## src/rtl/div_with_sub_shift.sv

```systemverilog
// div_with_sub_shift
//   Sequential restoring divider, one quotient bit per clock. Divides a
//   2*WIDTH-bit unsigned dividend by a WIDTH-bit unsigned divisor and returns a
//   2*WIDTH-bit quotient plus a WIDTH-bit remainder.
//
// Ports
//   clk        system clock, rising edge
//   rst        asynchronous reset, active low
//   start      request, only looked at in IDLE
//   dividend   2*WIDTH-bit dividend, captured when start is accepted
//   divisor    WIDTH-bit divisor, captured when start is accepted
//   quotient   registered quotient, changes only on completion or reset
//   remainder  registered remainder, changes only on completion or reset
//   busy       high while iterations are in flight
//   done       one-cycle pulse, results valid while high
//   div_zero   flags a divide-by-zero result, held until the next completion
//
// state | meaning
// ------+----------------------------------------------------------
// IDLE  | waiting for start
// RUN   | one shift/subtract iteration per clock, 2*WIDTH in total
// DONE  | single cycle with done high, then back to IDLE

module div_with_sub_shift #(
  parameter int WIDTH = 8
) (
  input  logic                 clk,
  input  logic                 rst,
  input  logic                 start,
  input  logic [2*WIDTH-1:0]   dividend,
  input  logic [WIDTH-1:0]     divisor,
  output logic [2*WIDTH-1:0]   quotient,
  output logic [WIDTH-1:0]     remainder,
  output logic                 busy,
  output logic                 done,
  output logic                 div_zero
);

  localparam int QW = 2 * WIDTH;
  localparam int CW = $clog2(QW) + 1;
  localparam logic [CW-1:0] LAST_ITER = CW'(QW - 1);

  typedef enum logic [1:0] {
    IDLE = 2'd0,
    RUN  = 2'd1,
    DONE = 2'd2
  } state_t;

  state_t            state_q, state_d;
  logic [QW-1:0]     quo_w_q, quo_w_d;
  logic [WIDTH:0]    rem_w_q, rem_w_d;
  logic [WIDTH-1:0]  dvs_w_q, dvs_w_d;
  logic [CW-1:0]     cnt_q, cnt_d;
  logic [QW-1:0]     quotient_q, quotient_d;
  logic [WIDTH-1:0]  remainder_q, remainder_d;
  logic              busy_q, busy_d;
  logic              done_q, done_d;
  logic              div_zero_q, div_zero_d;

  // Datapath for one iteration of the restoring algorithm.
  logic [WIDTH:0]    rem_shift;
  logic [WIDTH+1:0]  trial;
  logic              borrow;
  logic [WIDTH:0]    rem_next;
  logic [QW-1:0]     quo_next;

  // The partial remainder always stays below the divisor, so its top bit is
  // never set before a shift and drops out of the shifted value.
  logic unused_rem_msb;
  assign unused_rem_msb = rem_w_q[WIDTH];

  always_comb begin
    rem_shift = {rem_w_q[WIDTH-1:0], quo_w_q[QW-1]};
    trial     = {1'b0, rem_shift} - {2'b00, dvs_w_q};
    borrow    = trial[WIDTH+1];
    // On borrow the shifted remainder is kept as-is (the restore step).
    rem_next  = borrow ? rem_shift : trial[WIDTH:0];
    quo_next  = {quo_w_q[QW-2:0], ~borrow};
  end

  always_comb begin
    state_d     = state_q;
    quo_w_d     = quo_w_q;
    rem_w_d     = rem_w_q;
    dvs_w_d     = dvs_w_q;
    cnt_d       = cnt_q;
    quotient_d  = quotient_q;
    remainder_d = remainder_q;
    busy_d      = busy_q;
    done_d      = 1'b0;
    div_zero_d  = div_zero_q;

    case (state_q)
      IDLE: begin
        if (start) begin
          quo_w_d = dividend;
          dvs_w_d = divisor;
          rem_w_d = '0;
          cnt_d   = '0;
          if (divisor == '0) begin
            // No iterations: publish the saturated quotient at once.
            quotient_d  = '1;
            remainder_d = '0;
            div_zero_d  = 1'b1;
            done_d      = 1'b1;
            state_d     = DONE;
          end else begin
            busy_d  = 1'b1;
            state_d = RUN;
          end
        end
      end

      RUN: begin
        quo_w_d = quo_next;
        rem_w_d = rem_next;
        cnt_d   = cnt_q + CW'(1);
        if (cnt_q == LAST_ITER) begin
          // Final iteration publishes its own freshly computed result.
          quotient_d  = quo_next;
          remainder_d = rem_next[WIDTH-1:0];
          div_zero_d  = 1'b0;
          done_d      = 1'b1;
          busy_d      = 1'b0;
          state_d     = DONE;
        end
      end

      DONE: begin
        state_d = IDLE;
      end

      default: begin
        state_d = IDLE;
        busy_d  = 1'b0;
      end
    endcase
  end

  always_ff @(posedge clk or negedge rst) begin
    if (!rst) begin
      state_q     <= IDLE;
      quo_w_q     <= '0;
      rem_w_q     <= '0;
      dvs_w_q     <= '0;
      cnt_q       <= '0;
      quotient_q  <= '0;
      remainder_q <= '0;
      busy_q      <= 1'b0;
      done_q      <= 1'b0;
      div_zero_q  <= 1'b0;
    end else begin
      state_q     <= state_d;
      quo_w_q     <= quo_w_d;
      rem_w_q     <= rem_w_d;
      dvs_w_q     <= dvs_w_d;
      cnt_q       <= cnt_d;
      quotient_q  <= quotient_d;
      remainder_q <= remainder_d;
      busy_q      <= busy_d;
      done_q      <= done_d;
      div_zero_q  <= div_zero_d;
    end
  end

  assign quotient  = quotient_q;
  assign remainder = remainder_q;
  assign busy      = busy_q;
  assign done      = done_q;
  assign div_zero  = div_zero_q;

endmodule
```

## config.mk

```make
export PLATFORM = sky130hd
export DESIGN_NAME = div_with_sub_shift
export DESIGN_NICKNAME = d
export VERILOG_FILES = /design/src/rtl/div_with_sub_shift.sv
export SDC_FILE = /design/constraint.sdc
export NUM_CORES = 1
export LEC_CHECK = 0
export BUFFER_PORTS_ARGS = -buffer_cell sky130_fd_sc_hd__buf_2
export CORE_ASPECT_RATIO = 0.75
export CORE_MARGIN = 2
export CORE_UTILIZATION = 50
export DETAILED_ROUTE_END_ITERATION = 6
export PLACE_DENSITY_LB_ADDON = 0.05
export RECOVER_POWER = 50
export SLEW_MARGIN = 30
export SYNTH_ARGS = -nofsm -noshare
export SYNTH_HDL_FRONTEND = slang
export SYNTH_SLANG_ARGS = --single-unit
```

## constraint.sdc

```tcl
create_clock -name clk -period 6.2 [get_ports clk]
set_input_delay 1.24 -clock clk [delete_from_list [all_inputs] [get_ports clk]]
set_output_delay 1.24 -clock clk [all_outputs]
set_load 0.005 [all_outputs]
```

==> results of run 1 <==
==> worst paths after layout <==
kind                              start            to  slack (ns)
hold reg to reg            remainder[1]  remainder[1]        0.49
setup reg to reg             state_q[0]      cnt_q[2]        3.20
hold / removal             remainder[1]  remainder[1]        0.49
max in group asynchronous           rst    quo_w_q[5]        4.58
min in group asynchronous           rst  remainder[1]        1.07
setup / recovery                  start      cnt_q[2]        2.59
==> synthesized netlist by cell type (2+ instances only) <==
| cell | n | area share, % |
|---|---|---|
| a21o_1 | 2 | 0.48 |
| a21oi_1 | 23 | 3.7 |
| a31oi_1 | 19 | 3.8 |
| a32oi_1 | 2 | 0.56 |
| and3_1 | 5 | 1.0 |
| buf_2 | 2 | 0.32 |
| buf_6 | 4 | 1.4 |
| clkbuf_1 | 9 | 1.1 |
| dfrtp_1 | 66 | 53 |
| ha_1 | 10 | 4.0 |
| inv_1 | 14 | 1.7 |
| mux2_4 | 2 | 0.96 |
| nand2_1 | 64 | 7.6 |
| nand3_1 | 6 | 0.96 |
| nor2_1 | 38 | 4.5 |
| nor2b_1 | 3 | 0.60 |
| nor4_1 | 2 | 0.40 |
| o21ai_0 | 20 | 3.2 |
| o31ai_1 | 4 | 0.96 |
| or2_2 | 3 | 0.60 |
==> cell type report <==
class / count / area, um^2 / share of cell area [%]
inverters: 15 / 56.30 / 1.531
flip-flops and latches: 66 / 1652 / 44.91
repair buffers: 57 / 286.5 / 7.792
multi-input cells: 232 / 1335 / 36.30
clock inverters: 6 / 112.6 / 3.062
well taps: 78 / 97.59 / 2.654
clock buffers: 10 / 137.6 / 3.743
==> worst max-delay path, delay by kind of cell <==
kind / cells / cell delay, ns
buffers and inverters: 2 / 1.26
and+or+nand+nor: 2 / 0.97
AOI/OAI and AO/OA: 2 / 0.35
==> stage by stage <==
step                      cells  util [%]  setup slack [ns]  hold WS (ns)
after global placement      447     57.85             2.980        0.4718
after CTS                   463     62.06             3.221        0.4967
after detailed placement    447     57.85             2.846        0.4677
after global routing        464     61.85             2.338        0.5060
after floorplan             329         -             3.709        0.4494
final                       464     61.85             2.594        0.4871
==> where the power goes <==
| part | switching [W] | internal [W] | leakage, nW |
|---|---|---|---|
| registers | 0.000113 | 0.000637 | 0.781 |
| clock network | 0.000173 | 0.000279 | 0.127 |
| logic | 0.000620 | 0.000434 | 0.872 |
==> state kept, by name, summed over array words and instances (netlist names) <==
| name | count |
|---|---|
| dvs_w_q | 8 |
| quo_w_q | 16 |
| state_q | 2 |
| div_zero | 1 |
| quotient | 16 |
| rem_w_q | 8 |
| done | 1 |
| remainder | 8 |
| busy | 1 |
| cnt_q | 5 |
==> kinds of logic (layout without fill, tap and decap cells) <==
kind of cell,Yosys count,after routing,share of synthesized area (%)
adders and majority gates,11,11,4.622
DFF,66,66,52.59
xor gates and xnor gates,2,2,0.5579
buffers and inverters,31,88,4.741
AOI/OAI and AO/OA,84,84,17.73
muxes,3,3,1.275
and+or+nand+nor,132,132,18.49
==> routing by layer <==
layer  track usage [%]  share of wire, %  vias to the layer above  wire length, um
met5                 0                 0                        -                0
met4             4.762              0.86                        0               61
met3             8.058               5.1                        9              364
met2             30.75                42                       58             2944
met1             34.43                52                     1191             3704
li1                  -                 -                     1246                -
==> results_dict.tcl, run 1 <==
set metrics [dict create \
    cp-start-kind "input pin" \
    period_needed_ns 3.606 \
    ant_nets 0 \
    ios 54 \
    maxCapViolations 0 \
    gr-usage-all-layers_pct 22.47 \
    rsz0062_at_grt "false" \
    syn_area_per_cell_um2 9.546 \
    cts_root_buf "clkbuf_8" \
    power_leakage_nw 1.780 \
    portBuffers 53 \
    final_cell_area_mm2 0.003677 \
    grt_pass1_wl_mm 11.59 \
    dp_hpwl_mm 4.659 \
    cp.required_ns 6.42 \
    path_clk_slew_ns 0.07 \
    outcome "completed" \
    synth.distinct_cells 51 \
    cts_hold_buf 0 \
    cts_tree "done" \
    crit_type "in2reg" \
    grt_max_degree 67 \
    finalPower_w 0.002257 \
    drt_iter0_markers 167 \
    hold_viol 0 \
    synthArstFlopShare_pct 100.0 \
    drcViolationCount 0 \
    synthesis.nets 367 \
    powerDensity_mw_per_mm2 613.8 \
    yosys_most_used_dff "dfrtp_1" \
    antenna_found_initial 0 \
    wl_mm 7.075 \
    viasPerCell 5.397 \
    wl_per_cell_um 15.25 \
    cts.sinks 66 \
    setup_viol 0 \
    num_rows 24 \
    clk-insertion-delay-late_ns 0.35 \
    n_fill_cell 539 \
    core-area_mm2 0.005946 \
    cts_resized 0 \
    htreeDepth 3 \
    reg2reg_depth 5 \
    gp_congestion 0.7907 \
    critPathMaxStageDelay_ns 1.12 \
    final_cell_mix "66 x dfrtp_1, 64 x nand2_1, 52 x buf_2" \
    ys_warn_count 0 \
    first_pass_iters 4 \
    die_w_um 95.52 \
    min_path_type "reg2reg" \
    n_antenna_cell 0 \
    netlist_area_mm2 0.003141 \
    post_cts_buffers 0 \
    dieArea_mm2 0.006938 \
    clock_path_buffers 2 \
    ys_seq_elements 66 \
    worst_slew_pin_slew_ns 1.449 \
    fin_tns_setup_ns 0 \
    vdd_ir_drop_max_mv 0.4162 \
    final_layout_size_suffix_gt1_share_pct 21.76 \
    cts_made_buffers 9 \
    nets 419 \
    period_share_pct 58.16 \
    end_kind "register" \
    synth_edf_count 0 \
    place_area_mm2 0.003440 \
    start_util_pct 52.82 \
    fin_worst_skew_ns 0.01161 \
    slowest_stage "clkbuf_1" \
    crit_chain "clkbuf_1 -> nor3b_1 -> clkbuf_1 -> nor2_1 -> o21ai_0 -> o21ai_0" \
    area_growth_pct 17.09 \
    crit_fanout 33 \
    grt_overflow 0 \
    grt_pass1_vias 2286 \
    layout_commonest_cell "dfrtp_1" \
    fp.dieH_um 72.64 \
    netlist_instances 329 \
    relSlewSlack_pct 3.411 \
    fmax_ghz 0.2773 \
    ys_seq_area_share_pct 52.59 \
    vias 2504 \
    crit_arrival_ns 3.83 \
    hold_path_depth 2 \
    slew_violations 0 \
]
No activity file was read; power rests on OpenSTA's default activity.
==> run 2, diff against run 1 <==
ABC_AREA = 1   (was unset)
clock period = 3.38 ns   (was 6.2 ns; I/O delays follow)
==> run 2 against run 1 <==
  * Global-route usage shrank 0.87 points
  * Final cell count increased by 12%
  * Clock power is 42% higher
  * Wire length is 2.2% higher
  * The run now ends with capacitance limit, slew limit left
  * Critical endpoint is now quo_w_q[1]
  * Non-clock buffer count rose by 1
  * Cell area up 2.2%
  * Highest routed layer unchanged
  * First-iteration DRC count decreased by 19%
==> results_dict.tcl, run 2 <==
set metrics [dict create \
    outcome "complete, but fails checks" \
    violations "capacitance limit, slew limit" \
    cts_hold_buf 0 \
    synth_edf_count 0 \
    nets 474 \
    slew_violations 27 \
    cts.sinks 66 \
    viasPerCell 5.100 \
    synth_area_leader_cell "dfrtp_1" \
    reg2reg_depth 7 \
    grt_pass1_wl_mm 12.01 \
    period_share_pct 73.36 \
    dieArea_mm2 0.007261 \
    switchingPower_w 0.001670 \
    core-area_mm2 0.006350 \
    ff2ff_setup_slack_ns 0.90 \
    synthesis.nets 422 \
    area_growth_pct 14.09 \
    hold_viol 0 \
    yosysMostFrequentCell "nand2_1" \
    vias 2657 \
    grt_pass1_vias 2411 \
    maxCapViolations 1 \
    cts_resized 0 \
    drcViolationCount 0 \
    relSlewSlack_pct -0.1879 \
    n_antenna_cell 0 \
    endpoint "quo_w_q[1]" \
    path_clk_slew_ns 0.07 \
    min_path_type "reg2reg" \
    rsz0062_at_grt "false" \
    cts_root_buf "clkbuf_8" \
    pre_cts_ws_ns 0.9217 \
    fin_tns_setup_ns 0 \
    final_cell_mix "98 x nand2_1, 66 x dfrtp_1, 56 x inv_1" \
    ys_seq_elements 66 \
    sw_frac_of_total_pct 43.01 \
    htreeDepth 3 \
    synth.distinct_cells 35 \
    layout_commonest_cell "nand2_1" \
    gr-usage-all-layers_pct 21.60 \
    num_rows 25 \
    ys_warn_count 0 \
    powerDensity_mw_per_mm2 1033 \
    setup_viol 0 \
    yosys_most_used_dff "dfrtp_1" \
    share_seq_of_total_power_pct 32.9 \
    netlist.area_leader.share_pct 50.13 \
    syn_area_per_cell_um2 8.579 \
    worst_slew_pin_slew_ns 1.503 \
    start_util_pct 51.88 \
    period_needed_ns 2.480 \
    wl_per_cell_um 13.88 \
    pwr-share-clk_pct 16.6 \
    ys_seq_area_share_pct 50.13 \
    antenna_found_initial 0 \
    wl_mm 7.232 \
    r2r-start "state_q[1]" \
    hp-start "quotient[1]" \
    grt_overflow 0 \
    ios 54 \
    final_layout_size_suffix_gt1_share_pct 18.86 \
    clock_path_buffers 2 \
    synthArstFlopShare_pct 100.0 \
    clk-insertion-delay-late_ns 0.34 \
    crit_chain "nor2_1 -> nand2_1 -> inv_2 -> nor2_2 -> inv_1 -> o211ai_1 -> o21ai_0" \
    crit_fanout 31 \
    critPathMaxStageDelay_ns 0.70 \
    slowest_stage "nand2_1" \
    fin_ws_ns 0.9004 \
    post_cts_buffers 0 \
    power_leakage_nw 1.971 \
    crit_type "reg2reg" \
    netlist_instances 384 \
    vdd_ir_drop_max_mv 0.3757 \
    combPwrFrac_pct 50.6 \
    end_kind "register" \
    cts_tree "done" \
    fin_worst_skew_ns 0.005665 \
    cp.required_ns 3.60 \
    r2r_end "quo_w_q[1]" \
    holdWs_ns 0.4733 \
    netlist_area_mm2 0.003294 \
    fp.dieH_um 74.30 \
    grt_max_degree 39 \
    first_pass_iters 4 \
    fmax_ghz 0.4033 \
    cp-start-kind "register" \
    drt_iter0_markers 135 \
    synthTopCellsByArea "dfrtp_1 50%, nand2_1 11%, inv_1 6.4%, ha_1 3.8%, a221oi_1 3.7%" \
    p_int_w 0.002213 \
    cts_made_buffers 9 \
    gp_congestion 0.8042 \
    startpoint "state_q[1]" \
    portBuffers 53 \
    synth_commonest_cells "97 x nand2_1, 66 x dfrtp_1, 56 x inv_1" \
    dp_hpwl_mm 5.286 \
    die_w_um 97.73 \
    crit_arrival_ns 2.70 \
    ant_nets 0 \
]
## run 2: changes by cell type after synthesis, moves of 13 or more
cell,change
a21oi_1,-19
a221oi_1,+14
inv_1,+42
nand2_1,+33
nand3_1,+15
nor2_1,-17
nor3_1,+13
## run 2: cell type report
cell class	instances	area, um^2
Clock buffer	12	145.1
Multi-Input combinational cell	243	1308
Inverter	58	217.7
Clock inverter	3	40.04
Tap cell	81	101.3
Timing Repair Buffer	58	295.3
Sequential cell	66	1652
Fill cell	587	2591
## run 2: cells by family (layout without fill, tap and decap cells)
kind of cell	count (synthesis)	in the layout	share of synthesized area (%)
and+or+nand+nor	169	169	22.14
buffers and inverters	75	131	10.03
DFF	66	66	50.13
AOI/OAI and AO/OA	59	59	12.23
adders and majority gates	11	11	4.406
xor gates and xnor gates	4	4	1.064
## run 2: worst max-delay path: cells and delay by family, from the launching register on
kind | cells | cell delay, ns
compound gates | 2 | 0.25
simple gates | 3 | 1.34
flops | 1 | 0.37
buf+inv | 2 | 0.38
## run 2: per-stage QoR
stage | instance area [um^2] | cells | utilization [%] | total power (W)
floorplan | 3294 | 384 | - | 0.002803
global route | 3759 | 521 | 59.19 | 0.004250
detailed placement | 3586 | 506 | 56.47 | 0.003258
global placement | 3586 | 506 | 56.47 | 0.003224
CTS | 3771 | 521 | 59.39 | 0.003908
finish | 3759 | 521 | 59.19 | 0.003883
## run 2: metal layers
| layer | GRT usage, % | part of all wire (%) | vias up |
|---|---|---|---|
| li1 | - | - | 1351 |
| met1 | 32.16 | 52 | 1246 |
| met2 | 30.73 | 43 | 53 |
| met3 | 6.485 | 3.8 | 7 |
| met4 | 6.481 | 1.3 | 0 |
| met5 | 0 | 0 | - |
## run 2: how the worst min path moves through the flow
| stage | endpoint | slack, ns | depth (start not counted) |
|---|---|---|---|
| 6_report | quotient[1] | 0.47 | 2 |
| 3_3_place_gp | remainder[5] | 0.46 | 2 |
| 2_1_floorplan | busy | 0.38 | 0 |
| 3_5_place_dp | remainder[5] | 0.46 | 2 |
| 4_1_cts | quo_w_q[7] | 0.37 | 1 |
| 5_1_grt | busy | 0.51 | 2 |
## run 2: power groups by stage
stage | Clock, W | Sequential [W] | Combinational [W]
2_1_floorplan | 0 | 0.00126 | 0.00154
4_1_cts | 0.000659 | 0.00128 | 0.00197
3_3_place_gp | 0 | 0.00128 | 0.00194
6_report | 0.000643 | 0.00128 | 0.00196
5_1_grt | 0.000691 | 0.00131 | 0.00224
3_5_place_dp | 0 | 0.00129 | 0.00197
